### src/rtl/video_timing_gen.sv
// Programmable raster timing generator: sync/DE/counters/field for any mode
// described at runtime, advancing on a pixel clock-enable.
module video_timing_gen #(
    parameter int H_BITS = 12,
    parameter int V_BITS = 11
) (
    input  logic              CLK,
    input  logic              RESET,
    input  logic              CE,
    input  logic [H_BITS-1:0] H_TOTAL,
    input  logic [H_BITS-1:0] H_ACTIVE,
    input  logic [H_BITS-1:0] H_SYNC_START,
    input  logic [H_BITS-1:0] H_SYNC_END,
    input  logic [V_BITS-1:0] V_TOTAL,
    input  logic [V_BITS-1:0] V_ACTIVE,
    input  logic [V_BITS-1:0] V_SYNC_START,
    input  logic [V_BITS-1:0] V_SYNC_END,
    input  logic              INTERLACE,
    output logic [H_BITS-1:0] HCNT,
    output logic [V_BITS-1:0] VCNT,
    output logic              HS_n,
    output logic              VS_n,
    output logic              DE,
    output logic              FIELD,
    output logic              LINE_START,
    output logic              FRAME_START
);

    // Shadow copy of the timing, stable for a whole frame
    logic              r_primed;
    logic [H_BITS-1:0] r_ht;
    logic [H_BITS-1:0] r_ha;
    logic [H_BITS-1:0] r_hss;
    logic [H_BITS-1:0] r_hse;
    logic [V_BITS-1:0] r_vt;
    logic [V_BITS-1:0] r_va;
    logic [V_BITS-1:0] r_vss;
    logic [V_BITS-1:0] r_vse;
    logic              r_il;

    logic [H_BITS-1:0] r_hcnt;
    logic [V_BITS-1:0] r_vcnt;
    logic              r_field;
    logic              r_hs_n;
    logic              r_vs_n;
    logic              r_de;
    logic              r_line_start;
    logic              r_frame_start;

    logic [H_BITS-1:0] w_in_ht;
    logic [V_BITS-1:0] w_in_vt;
    logic              w_h_last;
    logic              w_v_last;
    logic              w_frame_wrap;
    logic              w_load;

    logic [H_BITS-1:0] w_next_h;
    logic [V_BITS-1:0] w_next_v;
    logic              w_next_field;

    logic [H_BITS-1:0] w_e_ht;
    logic [H_BITS-1:0] w_e_ha;
    logic [H_BITS-1:0] w_e_hss;
    logic [H_BITS-1:0] w_e_hse;
    logic [V_BITS-1:0] w_e_va;
    logic [V_BITS-1:0] w_e_vss;
    logic [V_BITS-1:0] w_e_vse;
    logic              w_e_il;

    logic [H_BITS-1:0] w_half;
    logic              w_hs_act;
    logic              w_vs_full;
    logic              w_vs_half;
    logic              w_vs_act;
    logic              w_de;

    always_comb begin
        w_in_ht      = (H_TOTAL < H_BITS'(2)) ? H_BITS'(2) : H_TOTAL;
        w_in_vt      = (V_TOTAL == '0) ? V_BITS'(1) : V_TOTAL;
        w_h_last     = (r_hcnt == r_ht - H_BITS'(1));
        w_v_last     = (r_vcnt == r_vt - V_BITS'(1));
        w_frame_wrap = w_h_last && w_v_last;
        w_load       = !r_primed || w_frame_wrap;
    end

    // Before the first CE the raster starts at (0,0) in field 0
    always_comb begin
        w_next_h     = '0;
        w_next_v     = '0;
        w_next_field = 1'b0;
        if (r_primed) begin
            w_next_h     = w_h_last ? '0 : r_hcnt + H_BITS'(1);
            w_next_v     = r_vcnt;
            w_next_field = r_field;
            if (w_h_last) begin
                w_next_v = w_v_last ? '0 : r_vcnt + V_BITS'(1);
            end
            if (w_frame_wrap) begin
                w_next_field = r_il ? ~r_field : 1'b0;
            end
        end
    end

    // Decode against the timing that will govern the next position: the
    // incoming inputs when a new frame is latched, else the shadow copy.
    always_comb begin
        w_e_ht  = r_ht;
        w_e_ha  = r_ha;
        w_e_hss = r_hss;
        w_e_hse = r_hse;
        w_e_va  = r_va;
        w_e_vss = r_vss;
        w_e_vse = r_vse;
        w_e_il  = r_il;
        if (w_load) begin
            w_e_ht  = w_in_ht;
            w_e_ha  = H_ACTIVE;
            w_e_hss = H_SYNC_START;
            w_e_hse = H_SYNC_END;
            w_e_va  = V_ACTIVE;
            w_e_vss = V_SYNC_START;
            w_e_vse = V_SYNC_END;
            w_e_il  = INTERLACE;
        end
    end

    always_comb begin
        w_half    = w_e_ht >> 1;
        w_hs_act  = (w_e_hss < w_e_hse) && (w_next_h >= w_e_hss) && (w_next_h < w_e_hse);
        w_vs_full = (w_e_vss < w_e_vse) && (w_next_v >= w_e_vss) && (w_next_v < w_e_vse);
        // Second interlaced field: VS spans (VSS, Ht/2) up to (VSE, Ht/2)
        w_vs_half = (w_e_vss < w_e_vse)
                 && ((w_next_v > w_e_vss) || ((w_next_v == w_e_vss) && (w_next_h >= w_half)))
                 && ((w_next_v < w_e_vse) || ((w_next_v == w_e_vse) && (w_next_h < w_half)));
        w_vs_act  = (w_next_field && w_e_il) ? w_vs_half : w_vs_full;
        w_de      = (w_next_h < w_e_ha) && (w_next_v < w_e_va);
    end

    always_ff @(posedge CLK or posedge RESET) begin
        if (RESET) begin
            r_primed      <= 1'b0;
            r_ht          <= '0;
            r_ha          <= '0;
            r_hss         <= '0;
            r_hse         <= '0;
            r_vt          <= '0;
            r_va          <= '0;
            r_vss         <= '0;
            r_vse         <= '0;
            r_il          <= 1'b0;
            r_hcnt        <= '0;
            r_vcnt        <= '0;
            r_field       <= 1'b0;
            r_hs_n        <= 1'b1;
            r_vs_n        <= 1'b1;
            r_de          <= 1'b0;
            r_line_start  <= 1'b0;
            r_frame_start <= 1'b0;
        end else if (CE) begin
            if (w_load) begin
                r_primed <= 1'b1;
                r_ht     <= w_in_ht;
                r_ha     <= H_ACTIVE;
                r_hss    <= H_SYNC_START;
                r_hse    <= H_SYNC_END;
                r_vt     <= w_in_vt;
                r_va     <= V_ACTIVE;
                r_vss    <= V_SYNC_START;
                r_vse    <= V_SYNC_END;
                r_il     <= INTERLACE;
            end
            r_hcnt        <= w_next_h;
            r_vcnt        <= w_next_v;
            r_field       <= w_next_field;
            r_hs_n        <= ~w_hs_act;
            r_vs_n        <= ~w_vs_act;
            r_de          <= w_de;
            r_line_start  <= (w_next_h == '0);
            r_frame_start <= (w_next_h == '0) && (w_next_v == '0);
        end else begin
            r_line_start  <= 1'b0;
            r_frame_start <= 1'b0;
        end
    end

    assign HCNT        = r_hcnt;
    assign VCNT        = r_vcnt;
    assign HS_n        = r_hs_n;
    assign VS_n        = r_vs_n;
    assign DE          = r_de;
    assign FIELD       = r_field;
    assign LINE_START  = r_line_start;
    assign FRAME_START = r_frame_start;

endmodule

### config.mk
export PLATFORM = sky130hd
export DESIGN_NAME = video_timing_gen
export DESIGN_NICKNAME = d
export VERILOG_FILES = /design/src/rtl/video_timing_gen.sv
export SDC_FILE = /design/constraint.sdc
export NUM_CORES = 1
export LEC_CHECK = 0
export CAP_MARGIN = 20
export CORE_ASPECT_RATIO = 0.75
export CORE_MARGIN = 10
export CORE_UTILIZATION = 51
export DETAILED_ROUTE_END_ITERATION = 8
export GPL_TIMING_DRIVEN = 0
export PLACE_DENSITY_LB_ADDON = 0.05
export SYNTH_ARGS = -nofsm -noshare
export SYNTH_HDL_FRONTEND = slang
export SYNTH_SLANG_ARGS = --single-unit
### constraint.sdc
create_clock -name CLK -period 5 [get_ports CLK]
set_input_delay 0.5 -clock CLK [delete_from_list [all_inputs] [get_ports CLK]]
set_output_delay 0.5 -clock CLK [all_outputs]
set_load 0.1 [all_outputs]
# Word-level counts from Yosys, hierarchy flattened
# Index checks and enable logic that the tools add are counted.
# word_totals
inputBits,96
regBits,123
output_inout_bits,29
elab_cells,83
# classes
bitwise,3
add_sub_neg,4
n_reduce_logical,20
n_mux,21
eq_ne,4
magnitude_cmp,12
# ops
cell,n
$mux W12,7
$mux W11,7
$lt A12 B12 Y1,3
$eq A11 B11 Y1,3
$lt A11 B11 Y1,3
$logic_not A11 Y1,2
$add A12 B1 Y12 const B,1
$eq A12 B12 Y1,1
$ge A12 B11 Y1,1
$ge A12 B12 Y1,1
$logic_and A1 B1 Y1,12
$logic_not A12 Y1,1
$lt A12 B11 Y1,1
$lt A12 B2 Y1 const B,1
$sub A12 B1 Y12 const B,1
$add A11 B1 Y11 const B,1
$ge A11 B11 Y1,1
$gt A11 B11 Y1,1
$sub A11 B1 Y11 const B,1
$mux W1,7
$logic_or A1 B1 Y1,3
$not A1 Y1,3
$reduce_and A2 Y1,1
$logic_not A1 Y1,1

# Logic depth before layout (Yosys ltp)
# Gate-level depths: netlist of run 1.
# logic_depth
word_depth,12
depth_mapped,23
mapped_depth_nobuf,20

# Worst setup path before layout of run 1
# OpenSTA, ideal clock, no wires.
# synth_timing
kind,flip-flop to flip-flop
start,"register r_hcnt[2], in the netlist HCNT[2]"
end,"register r_vs_n, in the netlist VS_n"
setup_time_ps,77
path_buffers,4
t_arrival_ps,5130
path_slack_ps,-207
path_stages_with_launch,22
path_cell_list,dfrtp_1 -> buf_2 -> nand3_1 -> a221oi_1 -> a41oi_1 -> a311oi_1 -> nand3_1 -> o21ai_4 -> buf_6 -> buf_2 -> buf_4 -> mux2i_1 -> ha_1 -> nor2b_1 -> o21ai_0 -> nand2b_1 -> a21oi_1 -> nor3_1 -> a2111oi_0 -> o221ai_1 -> or3b_1 -> a31oi_1
# synth_between
elab_chain_cells,11
# synth_rtl
element,line_no,rtl
start: declaration,41,logic [H_BITS-1:0] r_hcnt;
start signal: assignment,172,r_hcnt <= w_next_h;
branches (longest 9 deep; another with $add A12 B1 Y12),--,
$mux W1 (*),135,w_vs_act = (w_next_field && w_e_il) ? w_vs_half : w_vs_full;
$not A1 Y1 (*),176,r_vs_n <= ~w_vs_act;
end signal: assignment,176,
end: declaration,45,logic r_vs_n;
# Mark *: on every way between the ends.
# A chain may end at the register's enable or synchronous reset.

# Worst setup path after layout of run 1
# layout_timing
start,register r_vt[0]
end,"register r_vs_n, in the netlist VS_n"
# layout_between
elab_chain_cells,12
# layout_rtl
element,line_no,rtl
start: declaration,35,logic [V_BITS-1:0] r_vt;
start signal: assignment,166,r_vt <= w_in_vt;
$sub A11 B1 Y11 (*),81,w_v_last = (r_vcnt == r_vt - V_BITS'(1));
$eq A11 B11 Y1 (*),81,
$logic_and A1 B1 Y1 / $mux W11 (equally long branches),"82, 96",
$logic_or A1 B1 Y1 / $mux W11 (equally long branches),"83, 95",
"$mux W12, or another cell as far along",--,
$ge A12 B11 Y1 / $eq A11 B11 Y1 (equally long branches),133,&& ((w_next_v > w_e_vss) || ((w_next_v == w_e_vss) && (w_next_h >= w_half)))
$logic_and A1 B1 Y1,133,
$logic_or A1 B1 Y1,133,
$logic_and A1 B1 Y1,133,
$logic_and A1 B1 Y1,134,&& ((w_next_v < w_e_vse) || ((w_next_v == w_e_vse) && (w_next_h < w_half)));
$mux W1 (*),135,
$not A1 Y1 (*),176,
# Mark *: on every way between the ends. The rest lies on a longest branch, timed or not.

==> impl_metrics.toml, run 1 <==
[floorplanning]
die_height_um = 136.5
rows = 42
core_area_um2 = 17710
die_w_um = 175.3
io_pins = 125
die-area_um2 = 23910
start_util_pct = 52.07

[placed_design]
hpwl_mm = 20.84
place_area_um2 = 10800
dp.cells = 1259
gp_congestion = 0.9217
port_buffers = 123
dp_worst_setup_slack_ps = -1477

[setup_path]
reg2reg_setup_slack_ps = 130
end_kind = "flip-flop"
cp_cell_sequence = "inv_2, ha_4, or3b_4, o31a_1, or4b_1, o211ai_1, nand2_2, o21ai_4, buf_8, buf_12, buf_12, mux2i_1, ha_1, nor2b_1, o21ai_1, nand2b_1, a21oi_2, nor3_2, a2111oi_4, o221ai_2, or3b_1, a31oi_1"
max_stage_delay_ps = 460
critPathArrivalTime_ps = 5220
cp-start-kind = "flip-flop"
cpMostUsedCell = "buf_12"
crit_slowest_cell = "or4b_1"
cp_data_required_time_ps = 5360
path_max_fanout = 7
path_class = "flip-flop to flip-flop"

[clock_tree]
numCtsBuffers = 17
cts_root_buffer = "clkbuf_16"
clk_path_buf_depth = 2
insertion_delay_ps = 430
cts_htree_levels = 4
cts_tree = "done"
clock-sinks = 123
path_clk_slew_ps = 60

[global_routing]
grt_max_degree = 66
grt_pass1_vias = 7900
grt_usage_pct = 23.23
antenna_found_initial = 0
grt_pass1_wl_mm = 43.82
grt_remaining_overflow = 0

[flow_run]
cap_violations = 0

[synthesis]
postSynth.asyncResetShare_pct = 100.0
synth_nets = 1091
synth_area_leaders = "dfrtp_1 33%, ha_1 14%, mux2_2 14%"
synth_edf_count = 0
synth_cells = 893
synth_ff_type = "dfrtp_1"
synth.distinct_cells = 60
syn_area_um2 = 9221
synth_top_cell_area_share_pct = 32.84
avgSynthCellArea_um2 = 10.33
synth-seq-cells = 123
synth_top_area_cell = "dfrtp_1"
yosysWarnings = 0
yosysSeqAreaShare_pct = 33.41

[final_layout]
layout.nets = 1261
utilization_pct = 67.62
areaGrowthSynthToFinish_pct = 29.86
layout_commonest_cell = "clkdlybuf4s50_1"
final_cells = 1318
layout-drive-gt1-share_pct = 23.23
layout_common_cells = "123 x clkdlybuf4s50_1, 112 x dfrtp_1, 112 x mux2_2, 101 x ha_1, 67 x mux2i_1"
diodes = 0
fin_area_um2 = 11980

[route]
drtIter0Drc = 607
dr.pass1.iters = 5
ant_nets = 0
routed_via_density = 5.895
drc_errors = 0
routed_wl_mm = 27.84
vias = 7769
wire_per_inst_um = 21.12

[timing]
layout_setup_ws_ps = 133.8
fmax_mhz = 205.5
setup_viol = 0
fin_setup_tns_ps = 0
rsz0062_at_grt = "yes"
post-route-period-util_pct = 97.32
drv_slew = 0
tightest_slew_ps = 982.2
hold_violations = 0
period_needed_ps = 4866
slew_headroom_pct = 34.31
clock-skew-final_ps = 6.359

[power]
powerDensity_nw_per_um2 = 377.1
power_leakage_uw = 0.005359
ir_drop_mv = 0.4052

[outcome]
status = "completed"

[hold_path]
min_path_type = "input port to async pin"
==> path summary, 6_finish.rpt <==
kind | startpoint | depth (start not counted) | endpoint
hold / removal | RESET | 2 | r_ha[4]
setup / recovery | r_vt[0] | 22 | VS_n
hold reg to reg | r_va[3] | 1 | r_va[3]
min in group CLK | r_va[3] | 1 | r_va[3]
setup reg to reg | r_vt[0] | 22 | VS_n
max in group asynchronous | RESET | 3 | HS_n
==> cells in the mapped netlist, types with 5 or more instances <==
cell type,instances
nand3_1,21
ha_1,102
and3_1,8
nand4_1,29
o21a_1,9
o31ai_1,5
a21oi_1,34
or3_1,9
inv_1,38
buf_2,15
mux2_2,112
clkbuf_1,16
a21o_1,21
a31oi_1,7
o21ai_0,30
nor2b_1,12
nor3_1,19
nor4_1,10
dfrtp_1,121
xnor2_1,22
xor2_1,24
buf_4,5
nand2_1,27
mux2i_1,76
nor2_1,50
==> layout make-up <==
| class | count | area, um2 |
|---|---|---|
| multi-input cells | 693 | 6035 |
| flip-flops and latches | 123 | 3092 |
| well taps | 242 | 302.8 |
| fillers | 1421 | 5734 |
| repair buffers | 151 | 1478 |
| inverters | 38 | 147.6 |
| clock inverters | 8 | 165.2 |
| plain buffers | 39 | 294.0 |
| clock buffers | 24 | 461.7 |
==> sequential cells by signal, summed over array words and instances, names as in the netlist, 11 cells and up <==
signal,flops
HCNT,12
VCNT,11
r_ha,12
r_hse,12
r_hss,12
r_ht,12
r_va,11
r_vse,11
r_vss,11
r_vt,11
==> worst max-delay path: cells and delay by family, from the launching register on <==
family,cells,cell delay [ps]
buffers and inverters,4,480
and+or+nand+nor,7,1650
AOI/OAI and AO/OA,8,1620
DFF,1,430
adders and majority gates,2,410
muxes,1,200
==> per-layer routing <==
metal  wire [um]  track usage (%)
met1       13080            32.46
met2       12420            36.18
met3        1920            4.823
met4         427            5.261
met5           0                0
==> timing repair <==
action                                  4_1_cts  5_1_grt
endpoints found under the setup margin        3        3
endpoints found under the hold margin         0        0
setup buffers                                 9       18
gates resized for setup                      27       61
pin swaps                                     3       21
hold buffers                                  0        0
==> stage by stage <==
step	hold WS (ps)	power [uW]
6_report	500.9	4516
5_1_grt	511.7	4772
3_3_place_gp	483.6	2996
3_5_place_dp	491.7	3033
4_1_cts	505.1	4445
2_1_floorplan	463.4	2510
==> power by group <==
| part | leakage, uW | total (uW) | internal (uW) | switching (uW) |
|---|---|---|---|---|
| registers | 0.00159 | 1230 | 1110 | 121 |
| clock network | 0.000306 | 1350 | 895 | 459 |
| logic | 0.00347 | 1930 | 760 | 1170 |
==> logic make-up after synthesis <==
logic type	synth area share (%)
AND/OR/NAND/NOR	12.77
buffers and inverters	3.623
flip-flops	33.41
XOR/XNOR	4.369
AO/OA/AOI/OAI	10.07
multiplexers	21.93
adder cells (fa/ha/maj)	13.84
No activity file was read; power rests on OpenSTA's default activity.
==> inputs of run 2 (changes only) <==
--- a/config.mk
+++ b/config.mk
@@ -6,7 +6,6 @@
 export NUM_CORES = 1
 export LEC_CHECK = 0
 export CAP_MARGIN = 20
-export CORE_ASPECT_RATIO = 0.75
 export CORE_MARGIN = 10
 export CORE_UTILIZATION = 51
 export DETAILED_ROUTE_END_ITERATION = 8
==> impl_metrics.toml, run 2 (same netlist as run 1, synthesis figures left out) <==
[outcome]
status = "completed"

[clock_tree]
path_clk_slew_ps = 60
cts_htree_levels = 4
numCtsBuffers = 17
cts_tree = "done"
clk_path_buf_depth = 2
clock-sinks = 123
ctsHoldBuffers = 0
cts_root_buffer = "clkbuf_16"
insertion_delay_ps = 420

[timing]
slew_headroom_pct = 34.53
period_needed_ps = 4938
setup_viol = 0
hold_violations = 0
fmax_mhz = 202.5
holdWs_ps = 425.3
tightest_slew_ps = 979.0
post-route-period-util_pct = 98.76
rsz0062_at_grt = "yes"
clock-skew-final_ps = 6.697
drv_slew = 0
layout_setup_ws_ps = 62.22

[setup_path]
cp-start-kind = "flip-flop"
reg2reg_setup_slack_ps = 60
path_max_fanout = 6
path_class = "flip-flop to flip-flop"
worstRegToRegCells = 21
end_kind = "flip-flop"
cp_data_required_time_ps = 5340
r2r_end = "VS_n"
r2r_start = "r_vt[0]"
critPathArrivalTime_ps = 5280

[floorplanning]
die_height_um = 154.5
die_w_um = 154.5
start_util_pct = 51.51
rows = 49
io_pins = 125
core_area_um2 = 17900
die-area_um2 = 23860

[placed_design]
port_buffers = 123
gp_congestion = 0.8619
dp_worst_setup_slack_ps = -1075
hpwl_mm = 20.11
dp.cells = 1246

[power]
power.total_uw = 4350
power_leakage_uw = 0.005264
powerDensity_nw_per_um2 = 371.8
ir_drop_mv = 0.5128

[final_layout]
layout-drive-gt1-share_pct = 21.15
utilization_pct = 65.34
layout.nets = 1250
layout_commonest_cell = "clkdlybuf4s50_1"
layout_common_cells = "123 x clkdlybuf4s50_1, 112 x mux2_2, 111 x dfrtp_1, 101 x ha_1, 72 x mux2i_1"
areaGrowthSynthToFinish_pct = 26.85
final_cells = 1294

[global_routing]
grt_pass1_wl_mm = 41.52
grt_remaining_overflow = 0
antenna_found_initial = 0
grt_pass1_vias = 7707
grt_usage_pct = 21.78
grt_max_degree = 94

[flow_run]
cap_violations = 0

[route]
routed_wl_mm = 26.35
wire_per_inst_um = 20.36
dr.pass1.iters = 5
drc_errors = 0
routed_via_density = 5.876
drtIter0Drc = 420
vias = 7604
ant_nets = 0

[hold_path]
min_path_type = "input port to async pin"
run 2: cell types whose count changed in the layout (fill, tap and decap cells not counted), sizes merged:
cell      delta
clkinvlp     +1
bufinv       -2
buf         -11
diode        +1
run 2: area by class of cell:
type                    count  area, um2
diodes                      1      2.502
plain buffers              37      241.5
clock buffers              24      491.7
clock inverters             7      112.6
fillers                  1480       6205
inverters                  38      147.6
multi-input cells         693       5921
flip-flops and latches    123       3093
well taps                 229      286.5
repair buffers            142       1401
run 2: worst max-delay path by stage:
stage	from	end	cells after the start
global route	r_vt[0]	VS_n	21
floorplan	VCNT[2]	VS_n	21
CTS	r_vt[1]	VS_n	21
detailed placement	r_ht[0]	VS_n	21
global placement	RESET	VCNT[3]	2
finish	r_vt[0]	VS_n	21
run 2: per-stage QoR:
stage / instance area [um2] / setup TNS, ps
after floorplan: 9229 / 0
after global placement: 10750 / -99710
after detailed placement: 10780 / -2343
after CTS: 11550 / -32.72
after global routing: 11700 / -160.8
final: 11700 / 0
run 2: report_power, final:
part | internal (uW) | leakage [uW] | switching, uW | total [uW]
combinational | 739 | 0.00338 | 1100 | 1830
sequential | 1110 | 0.00158 | 121 | 1230
clock | 831 | 0.000296 | 449 | 1280
total | 2680 | 0.00526 | 1670 | 4350
run 2: repair_timing:
| action | 4_1_cts | 5_1_grt |
|---|---|---|
| buffers inserted | 8 | 10 |
| hold endpoints to repair | 0 | 0 |
| endpoints found under the setup margin | 3 | 3 |
| pin swaps | 3 | 13 |
| resized for setup | 28 | 24 |
run 2: layer usage:
metal | wire length [um] | up-vias | part of all wire (%) | GRT usage (%)
met4 | 503 | 0 | 1.9 | 6.478
li1 | - | 3653 | - | -
met3 | 1449 | 40 | 5.5 | 5.241
met1 | 12080 | 3706 | 46 | 28.50
met2 | 12320 | 205 | 47 | 34.84
met5 | 0 | - | 0 | 0
run 2: critical path, stage by stage (launching register included):
cell and delay, ps:
dfrtp_2 440, inv_2 90, ha_4 150, or3b_4 370, o31a_1 290, or4b_1 460
o211ai_1 140, nand2_2 130, o21ai_4 180, buf_6 150, buf_12 120, buf_12 110
mux2i_2 220, ha_1 270, a21o_1 160, a21o_1 160, a21oi_2 180, nor2_1 90
a2111oi_2 370, o221ai_2 210, or3b_1 390, a31oi_1 150
==> inputs of run 3 (changes only) <==
--- a/config.mk
+++ b/config.mk
@@ -7,9 +7,10 @@
 export LEC_CHECK = 0
 export CAP_MARGIN = 20
 export CORE_MARGIN = 10
-export CORE_UTILIZATION = 51
+export CORE_UTILIZATION = 33
 export DETAILED_ROUTE_END_ITERATION = 8
 export GPL_TIMING_DRIVEN = 0
+export MAX_ROUTING_LAYER = met4
 export PLACE_DENSITY_LB_ADDON = 0.05
 export SYNTH_ARGS = -nofsm -noshare
 export SYNTH_HDL_FRONTEND = slang
==> impl_metrics.toml, run 3 (same netlist as run 1, synthesis figures left out) <==
[clock_tree]
cts_root_buffer = "clkbuf_16"
insertion_delay_ps = 430
cts_htree_levels = 4
path_clk_slew_ps = 60
clk_path_buf_depth = 2
cts_tree = "done"
clock-sinks = 123
numCtsBuffers = 17

[floorplanning]
die_w_um = 187.2
start_util_pct = 33.28
core_area_um2 = 27710
io_pins = 125
rows = 61
die_height_um = 187.2
die-area_um2 = 35030

[final_layout]
areaGrowthSynthToFinish_pct = 30.53
layout_commonest_cell = "clkdlybuf4s50_1"
layout-drive-gt1-share_pct = 22.93
layout_common_cells = "123 x clkdlybuf4s50_1, 113 x dfrtp_1, 112 x mux2_2, 100 x ha_1, 71 x mux2i_1"
layout.nets = 1258
utilization_pct = 43.44
diodes = 0

[setup_path]
cp-start-kind = "flip-flop"
cp_top_family = "simple AND/OR/NAND/NOR gates"
cp_num_buf_inv = 5
end_kind = "flip-flop"
cpMostUsedCell = "buf_12"
critPathArrivalTime_ps = 5250
worstRegToRegCells = 20
path_class = "flip-flop to flip-flop"
r2r_end = "VS_n"
max_stage_delay_ps = 470
cp_cell_sequence = "inv_2, ha_4, or3b_4, o31a_1, or4b_1, o211ai_1, nand2_2, o21ai_4, buf_8, buf_12, buf_12, buf_4, mux2i_1, ha_1, nand3_1, nor3_2, a2111oi_2, o221ai_2, or3b_1, a31oi_1"
path_max_fanout = 8
reg2reg_setup_slack_ps = 110
r2r_start = "r_vt[1]"
crit_slowest_cell = "or4b_1"
cp_data_required_time_ps = 5350

[global_routing]
grt_pass1_vias = 7637
grt_usage_pct = 17.53
antenna_found_initial = 0
grt_pass1_wl_mm = 46.24
use_met2_pct = 27.65
grt_remaining_overflow = 0
use_met3_pct = 2.759
grtUsageMet1_pct = 23.07
grt_max_degree = 72
top_usage_layer = "met2"

[power]
p_int_uw = 2698
p_clk_share_pct = 29.7
swShare_pct = 39.67
powerDensity_nw_per_um2 = 371.5
ir_drop_mv = 0.1960
power.switching_uw = 1774
power_leakage_uw = 0.005311
pwr-share-comb_pct = 42.8
pwr-share-seq_pct = 27.6

[timing]
layout_setup_ws_ps = 105.0
tightest_slew_ps = 1031
clock-skew-final_ps = 12.19
fin_setup_tns_ps = 0
rsz0062_at_grt = "yes"
holdWs_ps = 502.0
setup_viol = 0
period_needed_ps = 4895
post-route-period-util_pct = 97.90
hold_violations = 0
slew_headroom_pct = 31.07
fmax_mhz = 204.3
drv_slew = 0

[outcome]
status = "completed"

[placed_design]
port_buffers = 123
hpwl_mm = 22.97
gp_congestion = 0.8492
dp_worst_setup_slack_ps = -1402

[route]
ant_nets = 0
wire_per_inst_um = 20.52
drtIter0Drc = 275
vias = 7384
routed_wl_mm = 29.78
dr.pass1.iters = 4
drc_errors = 0
routed_via_density = 5.089

[flow_run]
cap_violations = 0

[hold_path]
min_path_type = "input port to async pin"
-- run 3: cell count changes in the layout (fill, tap and decap cells not counted), sizes merged --
cell and change:
buf +8, clkbuf -5, clkinvlp +3, diode -1
inv +3
-- run 3: per-layer routing --
| layer | vias up | wire length [um] |
|---|---|---|
| met5 | - | 0 |
| met4 | 0 | 320 |
| met3 | 21 | 834 |
| met2 | 142 | 13960 |
| met1 | 3555 | 14670 |
| li1 | 3666 | - |
-- run 3: worst max path at each step --
stage            start       to  slack, ps  depth (start not counted)
3_3_place_gp     RESET  HCNT[2]      -1610                          2
5_1_grt        r_vt[0]     VS_n       -150                         22
4_1_cts        r_vt[0]     VS_n        -20                         21
2_1_floorplan  VCNT[2]     VS_n        0.9                         21
6_report       r_vt[1]     VS_n        110                         20
3_5_place_dp   r_ht[0]     VS_n      -1400                         21
-- run 3: final cells by class --
type                            instances  area (um2)
Buffer                                 37       261.5
Inverter                               38       147.6
Clock buffer                           19       452.9
Multi-Input combinational cell        693        5988
Clock inverter                         13       165.2
Timing Repair Buffer                  150        1458
Tap cell                              378       473.0
Fill cell                            2694       15670
Sequential cell                       123        3090
-- run 3: what timing repair did --
item,4_1_cts,5_1_grt
pin swaps,6,14
cloned,0,0
endpoints found under the setup margin,3,3
hold buffers,0,0
resized for setup,34,33
setup buffers,12,14
-- run 3: per-stage QoR --
step	area (um2)	cells	total power [uW]
after floorplan	9229	893	2510
after global placement	10930	1394	3038
after detailed placement	10970	1395	3054
after CTS	11800	1437	4444
after global routing	12040	1451	4782
final	12040	1451	4471
-- run 3: power groups by stage --
stage | logic, uW | clock network, uW | registers (uW)
after CTS | 1860 | 1360 | 1230
after global placement | 1790 | 0 | 1250
after floorplan | 977 | 0 | 1530
after detailed placement | 1810 | 0 | 1250
after global routing | 2140 | 1400 | 1250
final | 1910 | 1330 | 1230
